`src/rtl/i2s_tx_serializer.sv`:
```
// rtl/i2s_tx_serializer.sv - I2S / left-justified transmit serializer
//
// Purpose: pops 32-bit left-aligned words from a TX FIFO and shifts them out
// on sd_o, one bit per falling edge of sck_i, framed by ws_i. Supports Philips
// I2S (1-bit delay) and left-justified framing, MSB- or LSB-first order,
// 8/16/24/32-bit data in 16/24/32-bit channels, and mono duplication.
//
// Ports:
//   clk_i, rst_n_i   system clock, asynchronous active-low reset
//   en_i             transmit enable
//   lsb_i            1 = LSB first, 0 = MSB first
//   fmt_i            00 = Philips I2S, 01/1x = left-justified
//   chl_i            channel length: 00 = 16, 01 = 24, 1x = 32 sck cycles
//   dtl_i            data length: 00 = 8, 01 = 16, 10 = 24, 11 = 32 bits
//   mono_i           1 = one word per frame, sent on both channels
//   sck_i, ws_i      serial clock and word select (synchronous to clk_i)
//   tx_valid_i       FIFO not empty
//   tx_ready_o       one-cycle pop strobe
//   tx_data_i        FIFO head word
//   sd_o             serial data out
//   busy_o           high in SYNC or RUN
//   underrun_o       one-cycle pulse when a channel load finds the FIFO empty

module i2s_tx_serializer (
  input  logic        clk_i,
  input  logic        rst_n_i,
  input  logic        en_i,
  input  logic        lsb_i,
  input  logic [1:0]  fmt_i,
  input  logic [1:0]  chl_i,
  input  logic [1:0]  dtl_i,
  input  logic        mono_i,
  input  logic        sck_i,
  input  logic        ws_i,
  input  logic        tx_valid_i,
  output logic        tx_ready_o,
  input  logic [31:0] tx_data_i,
  output logic        sd_o,
  output logic        busy_o,
  output logic        underrun_o
);

  typedef enum logic [1:0] {
    ST_IDLE = 2'd0,
    ST_SYNC = 2'd1,
    ST_RUN  = 2'd2
  } state_e;

  state_e      state_q, state_d;

  // Edge-detect registers
  logic        sck_q, sck_d;
  logic        sck_prev_q, sck_prev_d;
  logic        ws_q, ws_d;
  logic        ws_fe_q, ws_fe_d;      // ws as seen at the previous sck fall

  // Channel datapath
  logic [31:0] shift_q, shift_d;
  logic [31:0] left_word_q, left_word_d;  // last left word, replayed in mono
  logic [5:0]  cnt_q, cnt_d;               // bits already sent in this channel
  logic [5:0]  lim_q, lim_d;               // bits to send: min(data, channel)
  logic        lsb_q, lsb_d;
  logic        philips_q, philips_d;
  logic        pend_q, pend_d;             // Philips load due at the next fall
  logic        sd_q, sd_d;

  logic        fe;
  logic        ws_chg;
  logic        load;
  logic        load_right;
  logic        reuse;
  logic        pop;
  logic        und;
  logic [5:0]  n_cfg;
  logic [5:0]  l_cfg;
  logic [5:0]  lim_cfg;
  logic [31:0] load_word;
  logic [31:0] aligned;

  assign fe     = sck_prev_q & ~sck_q;
  assign ws_chg = fe & (ws_q != ws_fe_q);

  // Lengths from the live configuration; only latched when a load happens.
  always_comb begin
    n_cfg = 6'd32;
    l_cfg = 6'd32;
    unique case (dtl_i)
      2'b00:   n_cfg = 6'd8;
      2'b01:   n_cfg = 6'd16;
      2'b10:   n_cfg = 6'd24;
      default: n_cfg = 6'd32;
    endcase
    unique case (chl_i)
      2'b00:   l_cfg = 6'd16;
      2'b01:   l_cfg = 6'd24;
      default: l_cfg = 6'd32;
    endcase
    lim_cfg = (n_cfg < l_cfg) ? n_cfg : l_cfg;
  end

  always_comb begin
    state_d     = state_q;
    sck_d       = sck_i;
    sck_prev_d  = sck_q;
    ws_d        = ws_i;
    ws_fe_d     = fe ? ws_q : ws_fe_q;
    shift_d     = shift_q;
    left_word_d = left_word_q;
    cnt_d       = cnt_q;
    lim_d       = lim_q;
    lsb_d       = lsb_q;
    philips_d   = philips_q;
    pend_d      = pend_q;
    sd_d        = sd_q;
    load        = 1'b0;
    load_right  = 1'b0;
    reuse       = 1'b0;
    pop         = 1'b0;
    und         = 1'b0;
    load_word   = 32'd0;
    aligned     = 32'd0;

    unique case (state_q)
      ST_IDLE: begin
        sd_d   = 1'b0;
        pend_d = 1'b0;
        if (en_i) begin
          state_d = ST_SYNC;
        end
      end

      ST_SYNC: begin
        sd_d   = 1'b0;
        pend_d = 1'b0;
        if (!en_i) begin
          state_d = ST_IDLE;
        end else if (ws_chg && !ws_q) begin
          // First change into the left channel opens the stream.
          state_d   = ST_RUN;
          philips_d = (fmt_i == 2'b00);
          if (fmt_i == 2'b00) begin
            pend_d = 1'b1;
          end else begin
            load = 1'b1;
          end
        end
      end

      ST_RUN: begin
        if (fe) begin
          // Default per-fall action: emit the next bit of the current channel.
          // In Philips mode this also covers the fall where ws changes, which
          // still carries the last bit of the previous channel.
          sd_d    = (cnt_q < lim_q) ? (lsb_q ? shift_q[0] : shift_q[31]) : 1'b0;
          shift_d = lsb_q ? (shift_q >> 1) : (shift_q << 1);
          cnt_d   = (cnt_q == 6'd32) ? cnt_q : cnt_q + 6'd1;

          if (ws_chg && !en_i) begin
            state_d = ST_IDLE;
            sd_d    = 1'b0;
            pend_d  = 1'b0;
          end else if (pend_q) begin
            // The pending load belongs to the channel ws entered one fall ago.
            load       = 1'b1;
            load_right = ws_fe_q;
            pend_d     = ws_chg;
          end else if (ws_chg) begin
            if (philips_q) begin
              pend_d = 1'b1;
            end else begin
              load       = 1'b1;
              load_right = ws_q;
            end
          end
        end
      end

      default: state_d = ST_IDLE;
    endcase

    if (load) begin
      reuse     = load_right & mono_i;
      pop       = ~reuse & tx_valid_i;
      und       = ~reuse & ~tx_valid_i;
      load_word = reuse ? left_word_q : (tx_valid_i ? tx_data_i : 32'd0);
      // LSB-first starts at bit 32-N, so bring that bit down to position 0.
      aligned   = lsb_i ? (load_word >> (6'd32 - n_cfg)) : load_word;
      if (!load_right) begin
        left_word_d = load_word;
      end
      sd_d      = lsb_i ? aligned[0] : aligned[31];
      shift_d   = lsb_i ? (aligned >> 1) : (aligned << 1);
      cnt_d     = 6'd1;
      lim_d     = lim_cfg;
      lsb_d     = lsb_i;
      philips_d = (fmt_i == 2'b00);
    end
  end

  always_ff @(posedge clk_i or negedge rst_n_i) begin
    if (!rst_n_i) begin
      state_q     <= ST_IDLE;
      sck_q       <= 1'b0;
      sck_prev_q  <= 1'b0;
      ws_q        <= 1'b0;
      ws_fe_q     <= 1'b0;
      shift_q     <= 32'd0;
      left_word_q <= 32'd0;
      cnt_q       <= 6'd0;
      lim_q       <= 6'd0;
      lsb_q       <= 1'b0;
      philips_q   <= 1'b0;
      pend_q      <= 1'b0;
      sd_q        <= 1'b0;
    end else begin
      state_q     <= state_d;
      sck_q       <= sck_d;
      sck_prev_q  <= sck_prev_d;
      ws_q        <= ws_d;
      ws_fe_q     <= ws_fe_d;
      shift_q     <= shift_d;
      left_word_q <= left_word_d;
      cnt_q       <= cnt_d;
      lim_q       <= lim_d;
      lsb_q       <= lsb_d;
      philips_q   <= philips_d;
      pend_q      <= pend_d;
      sd_q        <= sd_d;
    end
  end

  // Strobes are combinational so they align with the load cycle and can
  // never assert without tx_valid_i.
  assign tx_ready_o = pop;
  assign underrun_o = und;
  assign sd_o       = sd_q;
  assign busy_o     = (state_q != ST_IDLE);

endmodule

```
`config.mk`:
```
export PLATFORM = sky130hd
export DESIGN_NAME = i2s_tx_serializer
export DESIGN_NICKNAME = d
export VERILOG_FILES = /design/src/rtl/i2s_tx_serializer.sv
export SDC_FILE = /design/constraint.sdc
export NUM_CORES = 1
export LEC_CHECK = 0
export CAP_MARGIN = 20
export CORE_MARGIN = 8
export CORE_UTILIZATION = 25
export CTS_BUF_LIST = sky130_fd_sc_hd__clkbuf_16
export DETAILED_ROUTE_END_ITERATION = 16
export PLACE_DENSITY_LB_ADDON = 0.25
export SLEW_MARGIN = 20
export SYNTH_ARGS = -nofsm -noshare
export SYNTH_HDL_FRONTEND = slang
export SYNTH_SLANG_ARGS = --single-unit
export TNS_END_PERCENT = 50
```
`constraint.sdc`:
```
create_clock -name clk_i -period 2.9 [get_ports clk_i]
set_input_delay 0.58 -clock clk_i [delete_from_list [all_inputs] [get_ports clk_i]]
set_output_delay 0.58 -clock clk_i [all_outputs]
set_load 0.005 [all_outputs]
```
==> metrics.cfg <==
[synthesis]
synthFlopType=dfrtp_1
synth_area_sq_um=5793
postSynth.asyncResetShare_pct=100.0
synth_cell_types=69
ys_seq_elements=83
avgSynthCellArea_sq_um=8.311
yosysSeqAreaShare_pct=35.85
ys_warn_count=0
syn-num-nets=756
synthCells=697
synth-edff-count=0

[die]
row_count=55
die_w_um=168.2
dieArea_sq_um=28300
ioPinCount=50
initial_core_util_pct=25.51
core_region_area_sq_um=22710
die_h_um=168.2

[sta]
fin_skew_ps=4.038
fmax_ghz=0.3653
hold_viol_final=0
holdWs_ps=198.9
finalMaxSlewViolations=0
slew_headroom_pct=52.39
fin_crit_ps=2737
worst_pin_slew_ps=704.9
finalCritPeriodShare_pct=94.39
fin_tns_setup_ps=0
setup_viol=0

[grt]
use_met2_pct=24.10
grt_use_total_pct=15.34
grt_pass1_wl_um=33820
grt_use_met3_pct=2.502
antenna_found_initial=0
busiest_layer=met2
grt-ovfl-total=0
grt_max_degree=47
grtUsageMet1_pct=21.12
grt_pass1_vias=5654

[critical_path]
r2r_cells=10
arrival_ps=2160
crit_type=flip-flop to output pin
crit_slowest_cell=dfrtp_1
path_cells=inv_1, ha_1, and3b_1, nand2_2, o32a_4, nor3_4, dlygate4sd2_1
cp_max_fo=3
cp_top_family=simple AND/OR/NAND/NOR gates
crit_required_ps=2320
path_depth=7
cp-end-kind=output pin
crit_path_max_incr_delay_ps=400
critical_path_buf_inv_count=2
start_kind=flip-flop

[drt]
drt_iter0_drc=596
first_pass_iters=5
post-route-drc-count=0
drt-total-wl_um=21560
wl_per_cell_um=19.94
vias=5700
avgViaCountPerCell=5.273
detail-route-antenna-nets=0

[layout]
area_growth_pct=29.31
layout-drive-gt1-share_pct=17.96
antenna-diode-count=0
regArea_sq_um=2077
nFillCells=2404
multi_input_area_sq_um=3388
nets=850
stdcell_area_sq_um=7491
layout_common_cells=117 x nand2_1, 89 x buf_4, 83 x dfrtp_1
layout.cells.most_common=nand2_1

[clock_tree]
cts-buffers-inserted=9
clk_latency_ps=350
cts_hold_buffers=0
cts_tree=built
clock_path_buffers=2
cts_root_buf=clkbuf_16
clk_pin_slew_worst_paths_ps=60
htreeDepth=3
cts.sinks=83

[job]
drv_cap=0

[placed_design]
dpl-instance-area_sq_um=7159
numPortBuffers=49
place.gp.congestion=0.9111
place_hpwl_um=16660

[worst_hold_path]
hold_class=input pin to async pin

[power]
irDropWorstVdd_uv=246.5
power_mw=4.248
p_leak_nw=3.216
pwr_density_cell_nw_per_um2=567.1

[status]
status=completed

metal layers:
metal / part of all wire [%] / routed length (um)
met5: 0 / 0
met4: 2.0 / 437
met3: 5.0 / 1083
met2: 45 / 9751
met1: 48 / 10280
final timing paths:
path / slack [ps] / endpoint / start
min in group clk_i: 470 / sck_prev_q / sck_prev_d
max reg2reg: 270 / shift_q[7] / state_q[0]
min reg2reg: 470 / sck_prev_q / sck_prev_d
max: 160 / underrun_o / state_q[0]
min: 200 / ws_q / rst_n_i
max in group asynchronous: 2020 / lsb_q / rst_n_i
where the power goes:
part           total (mW)  switching [mW]  internal (mW)
clock                1.26           0.507          0.752
sequential           1.67           0.269           1.40
combinational        1.32           0.663          0.656
total                4.25            1.44           2.81
timing repair:
action / CTS / global route
resized for setup: 4 / 3
endpoints found under the setup margin: 2 / 1
endpoints found under the hold margin: 0 / 0
setup buffers: 0 / 0
cells by family after synthesis:
logic type / Yosys count / share of synthesized area (%)
AOI/OAI and AO/OA: 245 / 27.39
xor gates and xnor gates: 6 / 1.037
adders and majority gates: 13 / 2.808
buffers and inverters: 79 / 6.285
DFF: 83 / 35.85
muxes: 51 / 10.00
and+or+nand+nor: 220 / 16.63
sequential cells by signal, summed over array words and instances, names as in the netlist:
register and flops:
sd_o 1, philips_q 1, shift_q 32, sck_prev_d 1
ws_fe_q 1, pend_q 1, ws_q 1, lim_q 3
cnt_q 6, left_word_q 32, lsb_q 1, state_q 2
sck_prev_q 1
cell usage after synthesis (all sizes together), types with 3 or more instances:
master / count / area, sq um
dfrtp: 83 / 2077
a21oi: 61 / 309.1
o22ai: 18 / 112.6
a221oi: 3 / 26.28
nand2b: 4 / 25.02
a31o: 5 / 43.79
mux2: 5 / 56.30
a22oi: 6 / 45.04
a31oi: 7 / 43.79
inv: 17 / 63.81
ha: 13 / 162.7
or2: 3 / 18.77
o22a: 5 / 43.79
a2bb2oi: 4 / 35.03
nand2: 120 / 455.4
nor2b: 3 / 23.78
xnor2: 3 / 26.28
nand3: 24 / 120.1
o31ai: 4 / 35.03
buf: 28 / 172.7
nor2: 37 / 138.9
o221ai: 5 / 50.04
mux4: 5 / 112.6
a211oi: 15 / 112.6
clkbuf: 33 / 123.9
and2: 9 / 58.81
a21o: 5 / 37.54
a311o: 3 / 30.03
o31a: 5 / 43.79
mux2i: 41 / 410.4
nand3b: 3 / 22.52
nor3: 9 / 45.04
a22o: 3 / 26.28
o211ai: 7 / 52.55
xor2: 3 / 33.79
o21ai: 71 / 359.1
stage by stage:
stage / setup WS (ps) / util (%) / instances
after floorplan: 441.3 / - / 697
after global placement: -356.0 / 31.53 / 1065
after detailed placement: -351.3 / 31.53 / 1065
after CTS: 59.98 / 32.96 / 1081
after global routing: -4.541 / 32.99 / 1081
final: 162.7 / 32.99 / 1081
cell type report:
cell class	instances	share of cell area [%]
clock buffers	9	3.007
inverters	18	0.9020
flip-flops and latches	83	27.73
multi-input cells	535	45.23
clock inverters	7	1.236
repair buffers	144	17.14
well taps	285	4.760
Note: power is estimated with default switching activity, not from simulation.
